==> config.mk <==
export PLATFORM = sky130hd
export DESIGN_NAME = fifo_stream_reader
export DESIGN_NICKNAME = d
export VERILOG_FILES = /design/src/rtl/stream_if_pkg.sv /design/src/rtl/stream_skid_buf2.sv /design/src/rtl/fifo_stream_reader.sv
export SDC_FILE = /design/constraint.sdc
export NUM_CORES = 1
export LEC_CHECK = 0
export ABC_AREA = 1
export CAP_MARGIN = 20
export CORE_AREA = 2 2 45 47
export CTS_CLUSTER_DIAMETER = 100
export CTS_CLUSTER_SIZE = 8
export DETAILED_ROUTE_END_ITERATION = 16
export DIE_AREA = 0 0 47 49
export GPL_ROUTABILITY_DRIVEN = 1
export GPL_TIMING_DRIVEN = 0
export PLACE_DENSITY_LB_ADDON = 0.12
export REMOVE_ABC_BUFFERS = 1
export SYNTH_ARGS = -nofsm -noshare
export SYNTH_HDL_FRONTEND = slang
export SYNTH_SLANG_ARGS = --single-unit
==> constraint.sdc <==
create_clock -name clk -period 4.3 [get_ports clk]
set_input_delay 0.43 -clock clk [delete_from_list [all_inputs] [get_ports clk]]
set_output_delay 0.43 -clock clk [all_outputs]
set_load 0.1 [all_outputs]
==> src/rtl/stream_if_pkg.sv <==
// Shared constants and beat type for the valid/ready stream stages.
package stream_if_pkg;

    localparam int OCC_W     = 2;
    localparam int BUF_DEPTH = 2;
    localparam int BEAT_W    = 4;

    typedef struct packed {
        logic              valid;
        logic [BEAT_W-1:0] data;
    } stream_beat_t;

endpackage

==> src/rtl/stream_skid_buf2.sv <==
// Two-entry circular output buffer with push/pop/flush and occupancy.
module stream_skid_buf2
    import stream_if_pkg::*;
#(
    parameter int WIDTH = 4
) (
    input  logic             clk,
    input  logic             rst,
    input  logic             flush,
    input  logic             push,
    input  logic [WIDTH-1:0] push_data,
    input  logic             pop,
    output logic             valid,
    output logic [WIDTH-1:0] data,
    output logic [OCC_W-1:0] occupancy
);

    logic [WIDTH-1:0] mem [BUF_DEPTH];
    logic             wr_idx;
    logic             rd_idx;
    logic [OCC_W-1:0] occ;
    logic             pop_ok;

    assign pop_ok = pop && (occ != '0);

    // Storage is cleared on reset so the output word is never X.
    always_ff @(posedge clk or posedge rst) begin
        if (rst) begin
            for (int i = 0; i < BUF_DEPTH; i++) begin
                mem[i] <= '0;
            end
            wr_idx <= 1'b0;
            rd_idx <= 1'b0;
            occ    <= '0;
        end else if (flush) begin
            wr_idx <= 1'b0;
            rd_idx <= 1'b0;
            occ    <= '0;
        end else begin
            if (push) begin
                mem[wr_idx] <= push_data;
                wr_idx      <= ~wr_idx;
            end
            if (pop_ok) begin
                rd_idx <= ~rd_idx;
            end
            occ <= occ + {{(OCC_W-1){1'b0}}, push} - {{(OCC_W-1){1'b0}}, pop_ok};
        end
    end

    assign valid     = (occ != '0);
    assign data      = mem[rd_idx];
    assign occupancy = occ;

endmodule

==> src/rtl/fifo_stream_reader.sv <==
// Drains a synchronous FIFO read port onto a valid/ready stream, hiding read latency.
module fifo_stream_reader
    import stream_if_pkg::*;
#(
    parameter int WIDTH = 4
) (
    input  logic             clk,
    input  logic             rst,
    input  logic             flush,
    input  logic             fifo_empty,
    output logic             fifo_rd_en,
    input  logic [WIDTH-1:0] fifo_data,
    output logic             m_valid,
    input  logic             m_ready,
    output logic [WIDTH-1:0] m_data,
    output logic [OCC_W-1:0] occupancy
);

    logic             inflight;
    logic             pop;
    logic [OCC_W:0]   credit_sum;

    assign pop = m_valid && m_ready;

    // Words held plus the word on its way must stay within the buffer depth.
    assign credit_sum = {1'b0, occupancy}
                      + {{OCC_W{1'b0}}, inflight}
                      - {{OCC_W{1'b0}}, pop};

    assign fifo_rd_en = !rst && !fifo_empty && !flush
                      && (credit_sum < (OCC_W+1)'(BUF_DEPTH));

    always_ff @(posedge clk or posedge rst) begin
        if (rst) begin
            inflight <= 1'b0;
        end else begin
            inflight <= fifo_rd_en;
        end
    end

    stream_skid_buf2 #(
        .WIDTH(WIDTH)
    ) u_buf (
        .clk       (clk),
        .rst       (rst),
        .flush     (flush),
        .push      (inflight && !flush),
        .push_data (fifo_data),
        .pop       (pop),
        .valid     (m_valid),
        .data      (m_data),
        .occupancy (occupancy)
    );

endmodule
### After elaboration in Yosys (flattened, before gate mapping)

Cells that the tools add are included.

| storage, ports and cells | value |
|---|---|
| flip-flop bits (word level) | 13 |
| bits of input ports | 9 |
| output and inout port bits | 8 |
| logic and storage cells | 44 |

| cells by class | value |
|---|---|
| $add $sub $neg | 4 |
| magnitude comparators | 4 |
| muxes and demuxes | 11 |
| bitwise operators | 5 |
| reductions and logical operators | 14 |

Operators with widths:

| cell | count |
|---|---|
| $mux W4 | 4 |
| $bwmux W8 | 1 |
| $logic_and A1 B1 Y1 | 7 |
| $reduce_bool A2 Y1 | 3 |
| $demux W4 S1 | 1 |
| $ge A2 B2 Y1 const B | 2 |
| $mux W1 | 4 |
| $not A1 Y2 | 2 |
| $add A2 B1 Y3 | 1 |
| $logic_not A1 Y1 | 3 |
| $lt A3 B2 Y1 const B | 1 |
| $not A1 Y1 | 3 |
| $sub A3 B1 Y3 | 1 |
| $add A2 B1 Y2 | 1 |
| $lt A2 B1 Y1 const B | 1 |
| $mux W2 | 1 |
| $reduce_and A2 Y1 | 1 |
| $sub A2 B1 Y2 | 1 |

### Logic depth before layout (Yosys ltp)

| depth | value |
|---|---|
| depth in word-level cells | 6 |
| gate-level depth with buffers | 10 |
| mapped depth without buffers | 10 |

### Hierarchy

Synthesis repeated with hierarchy kept, for this count alone.

| second synthesis, totals | value |
|---|---|
| cells, all modules | 93 |
| area, all modules | 704.4 µm² |

Modules (own cells, without submodules):

| module | instances | cells each | area each (µm²) | seq. area each (µm²) |
|---|---|---|---|---|
| stream_skid_buf2 | 1 | 73 | 583.1 | 300.3 |
| fifo_stream_reader | 1 | 20 | 121.4 | 25.0 |

### Worst setup path before layout

No wires, ideal clock.

| timing | value |
|---|---|
| kind | register to output |
| start point | register u_buf.occ[1] (netlist: u_buf.occupancy[1]) |
| end point | output port fifo_rd_en |
| arrival | 4200 ps |
| slack | -330 ps |
| stages on the path, launching flop included | 11 |
| cell sequence | dfrtp_1 -> inv_2 -> nand2_1 -> nand2_1 -> inv_1 -> ha_1 -> inv_1 -> nand2_1 -> fa_1 -> nand3_1 -> nor2_1 |

| between the ends | value |
|---|---|
| cells in the longest elaborated chain, start to end | 5 |
| elaborated cells between the ends (all ways) | 6 |
| those cells by class | add/sub (2); order compare (1); reduce/logical (3) |

RTL lines:

| element | line | RTL |
|---|---|---|
| from (decl) | stream_skid_buf2.sv:21 | `logic [OCC_W-1:0] occ;` |
| from (signal assigned) | stream_skid_buf2.sv:47 | `occ <= occ + {{(OCC_W-1){1'b0}}, push} - {{(OCC_W-1){1'b0}}, pop_ok};` |
| $reduce_bool A2 Y1 | stream_skid_buf2.sv:51 | `assign valid = (occ != '0);` |
| via m_valid | fifo_stream_reader.sv:13 | `output logic m_valid,` |
| $logic_and A1 B1 Y1 | fifo_stream_reader.sv:23 | `assign pop = m_valid && m_ready;` |
| $sub A3 B1 Y3 | fifo_stream_reader.sv:28 | `- {{OCC_W{1'b0}}, pop};` |
| $lt A3 B2 Y1 | fifo_stream_reader.sv:31 | `&& (credit_sum < (OCC_W+1)'(BUF_DEPTH));` |
| $logic_and A1 B1 Y1 | fifo_stream_reader.sv:31 |  |
| to (decl) | fifo_stream_reader.sv:11 | `output logic fifo_rd_en,` |

The timed path passes the listed nets, and every way through them passes these cells.

### Worst setup path after layout

| timing | value |
|---|---|
| start point | register u_buf.occ[1] (netlist: u_buf.occupancy[1]) |
| end point | output port fifo_rd_en |

| between the ends | value |
|---|---|
| cells in the longest elaborated chain, start to end | 5 |
| elaborated cells between the ends (all ways) | 6 |
| those cells by class | add/sub (2); order compare (1); reduce/logical (3) |

RTL lines:

| element | line |
|---|---|
| parallel branches: the longest is 2 deep, another holds $add A2 B1 Y3 | n/a |
| $sub A3 B1 Y3 (*) | fifo_stream_reader.sv:28 |
| $lt A3 B2 Y1 (*) | fifo_stream_reader.sv:31 |
| $logic_and A1 B1 Y1 (*) | fifo_stream_reader.sv:31 |

Every way passes the cells marked *.

==> results.sh <==
export IMPL_max_stage_delay_ps=1150
export IMPL_holdBufCountCts=0
export IMPL_ys_top_cells_by_area="dfrtp_1 48%, nand2_1 17%, o21ai_1 5.9%"
export IMPL_cts_sinks=13
export IMPL_vias=539
export IMPL_grt_ovfl_total=0
export IMPL_core_area_um2=1840
export IMPL_drive_gt1_frac=0.0882
export IMPL_antenna_cells=0
export IMPL_path_buf_inv=4
export IMPL_drt_wirelength_per_cell_um=9.57
export IMPL_cts_buffers=3
export IMPL_dpl_hpwl_um=937
export IMPL_crit_type="reg2out"
export IMPL_critPathLaunchType="register"
export IMPL_wl_mm=1.24
export IMPL_num_rows=16
export IMPL_grt_max_degree=15
export IMPL_crit_slowest_cell="clkdlybuf4s50_1"
export IMPL_gp_congestion=0.683
export IMPL_path_common_cell="nand2_1"
export IMPL_die_area_um2=2300
export IMPL_antenna_found_initial=0
export IMPL_cts_resized=0
export IMPL_yosys_warnings=0
export IMPL_remaining_drc_errors=0
export IMPL_end_kind="output pin"
export IMPL_cap_violations=0
export IMPL_htreeDepth=1
export IMPL_min_period_over_period=0.860
export IMPL_layout_nets=116
export IMPL_timing_fmax_mhz=270
export IMPL_grt_setup_unrepaired="false"
export IMPL_avgViaCountPerCell=4.18
export IMPL_die_h_um=49
export IMPL_whs_ps=487
export IMPL_crit_family="buffers and inverters"
export IMPL_layout_min_cycle_time_ps=3700
export IMPL_antenna_left=0
export IMPL_grt_pass1_vias=515
export IMPL_initial_core_util=0.369
export IMPL_syn_area_um2=679
export IMPL_clk_latency_ps=270
export IMPL_ys_types=14
export IMPL_crit_chain="inv_2 > nand2_1 > nand2_1 > inv_1 > ha_1 > inv_1 > nand2_1 > fa_1 > nand3_1 > nor2_1 > clkdlybuf4s50_1"
export IMPL_drtPass1Iterations=4
export IMPL_cp_arrival_ps=3270
export IMPL_hold_class="in2async"
export IMPL_fin_skew_ps=0.907
export IMPL_stdcell_count=129
export IMPL_ys_seq_elements=13
export IMPL_root_buffer="clkbuf_4"
export IMPL_synth_cells=82
export IMPL_required_ps=3870
export IMPL_cp_max_fo=5
export IMPL_setup_viol=0
export IMPL_synth_top_area_frac=0.479
export IMPL_die_w_um=47
export IMPL_clkSlewWorstSetupHoldPaths_ps=80
export IMPL_grt_usage=0.133
export IMPL_dp_cells=125
export IMPL_synth_area_per_cell_um2=8.29
export IMPL_worstMarginPinSlew_ps=966
export IMPL_area_growth_pct=32.4
export IMPL_slew_headroom=0.354
export IMPL_synth_top_area_cell="dfrtp_1"
export IMPL_report_final_slew_viol_count=0
export IMPL_io_pins=17
export IMPL_drt_initial_drc_count=6
export IMPL_postCtsSetupBuffers=0
export IMPL_ys_seq_area_frac=0.479
export IMPL_cts_tree="yes"
export IMPL_grt_pass1_wl_mm=2.13
export IMPL_hold_violations=0
export IMPL_outcome="completed"
export IMPL_io_buffer_count=16
export IMPL_clock_path_buffers=2
state kept, by name (all words and copies together) (netlist names):
| signal | flops |
|---|---|
| u_buf.mem | 8 |
| u_buf.occupancy | 2 |
| inflight | 1 |
| u_buf.rd_idx | 1 |
| u_buf.wr_idx | 1 |
cells by family after synthesis:
group / after synthesis / synth area share
XOR/XNOR: 1 / 0.0129
AO/OA/AOI/OAI: 9 / 0.0663
AND/OR/NAND/NOR: 41 / 0.280
flip-flops: 13 / 0.479
adder cells (fa/ha/maj): 4 / 0.0847
buffers and inverters: 14 / 0.0773
synth_stat cells:
cell,count
a21oi_1,1
xor2_1,1
inv_2,4
ha_1,3
nor2_1,5
nand3_1,3
dfrtp_1,13
nand2_1,30
fa_1,1
nand4_1,1
o21ai_1,8
nand3_4,1
inv_1,10
nand3b_4,1
metal layers:
metal / GRT usage / part of all wire / vias to the layer above
met4: 0.0694 / 0.011 / 0
met2: 0.203 / 0.46 / 10
li1: - / - / 295
met3: 0.0444 / 0.037 / 2
met1: 0.162 / 0.49 / 232
met5: 0 / 0 / -
layout by cell type, fill, tap and decap left out, types with 3 or more instances in the layout:
cell type | synthesis | routed
clkdlybuf4s50_1 | 0 | 16
o21ai_1 | 8 | 8
nand3_1 | 3 | 3
clkbuf_4 | 0 | 3
nor2_1 | 5 | 5
inv_2 | 4 | 4
nand2_1 | 30 | 30
dfrtp_1 | 13 | 13
inv_1 | 10 | 10
ha_1 | 3 | 3
stage by stage:
step	util	TNS [ps]	setup slack, ps	area, um2
final	0.488	0	603	900
after global routing	0.488	0	430	900
after CTS	0.488	0	558	900
after detailed placement	0.474	0	595	873
after global placement	0.474	0	607	873
after floorplan	-	-495	-330	679
worst paths after layout:
kind                           endpoint                from  cells past startpoint  slack, ps
max reg2reg                    inflight  u_buf.occupancy[1]                     10       2380
min reg2reg                u_buf.mem[0]        u_buf.mem[0]                      2        500
max in group asynchronous  u_buf.rd_idx                 rst                      2       3470
max                          fifo_rd_en  u_buf.occupancy[1]                     11        600
min                        u_buf.mem[0]                 rst                      2        490
min in group clk           u_buf.mem[0]        u_buf.mem[0]                      2        500
layout make-up:
type | instances | area, um2
multi-input combinational | 55 | 302
timing repair buffer | 16 | 160
tap | 27 | 33.8
clock buffer | 4 | 26.3
sequential | 13 | 325
inverter | 14 | 52.6
fill | 202 | 942
Power is not shown: default switching activity piles up to over one toggle a cycle in this logic, so the estimate is an artifact.
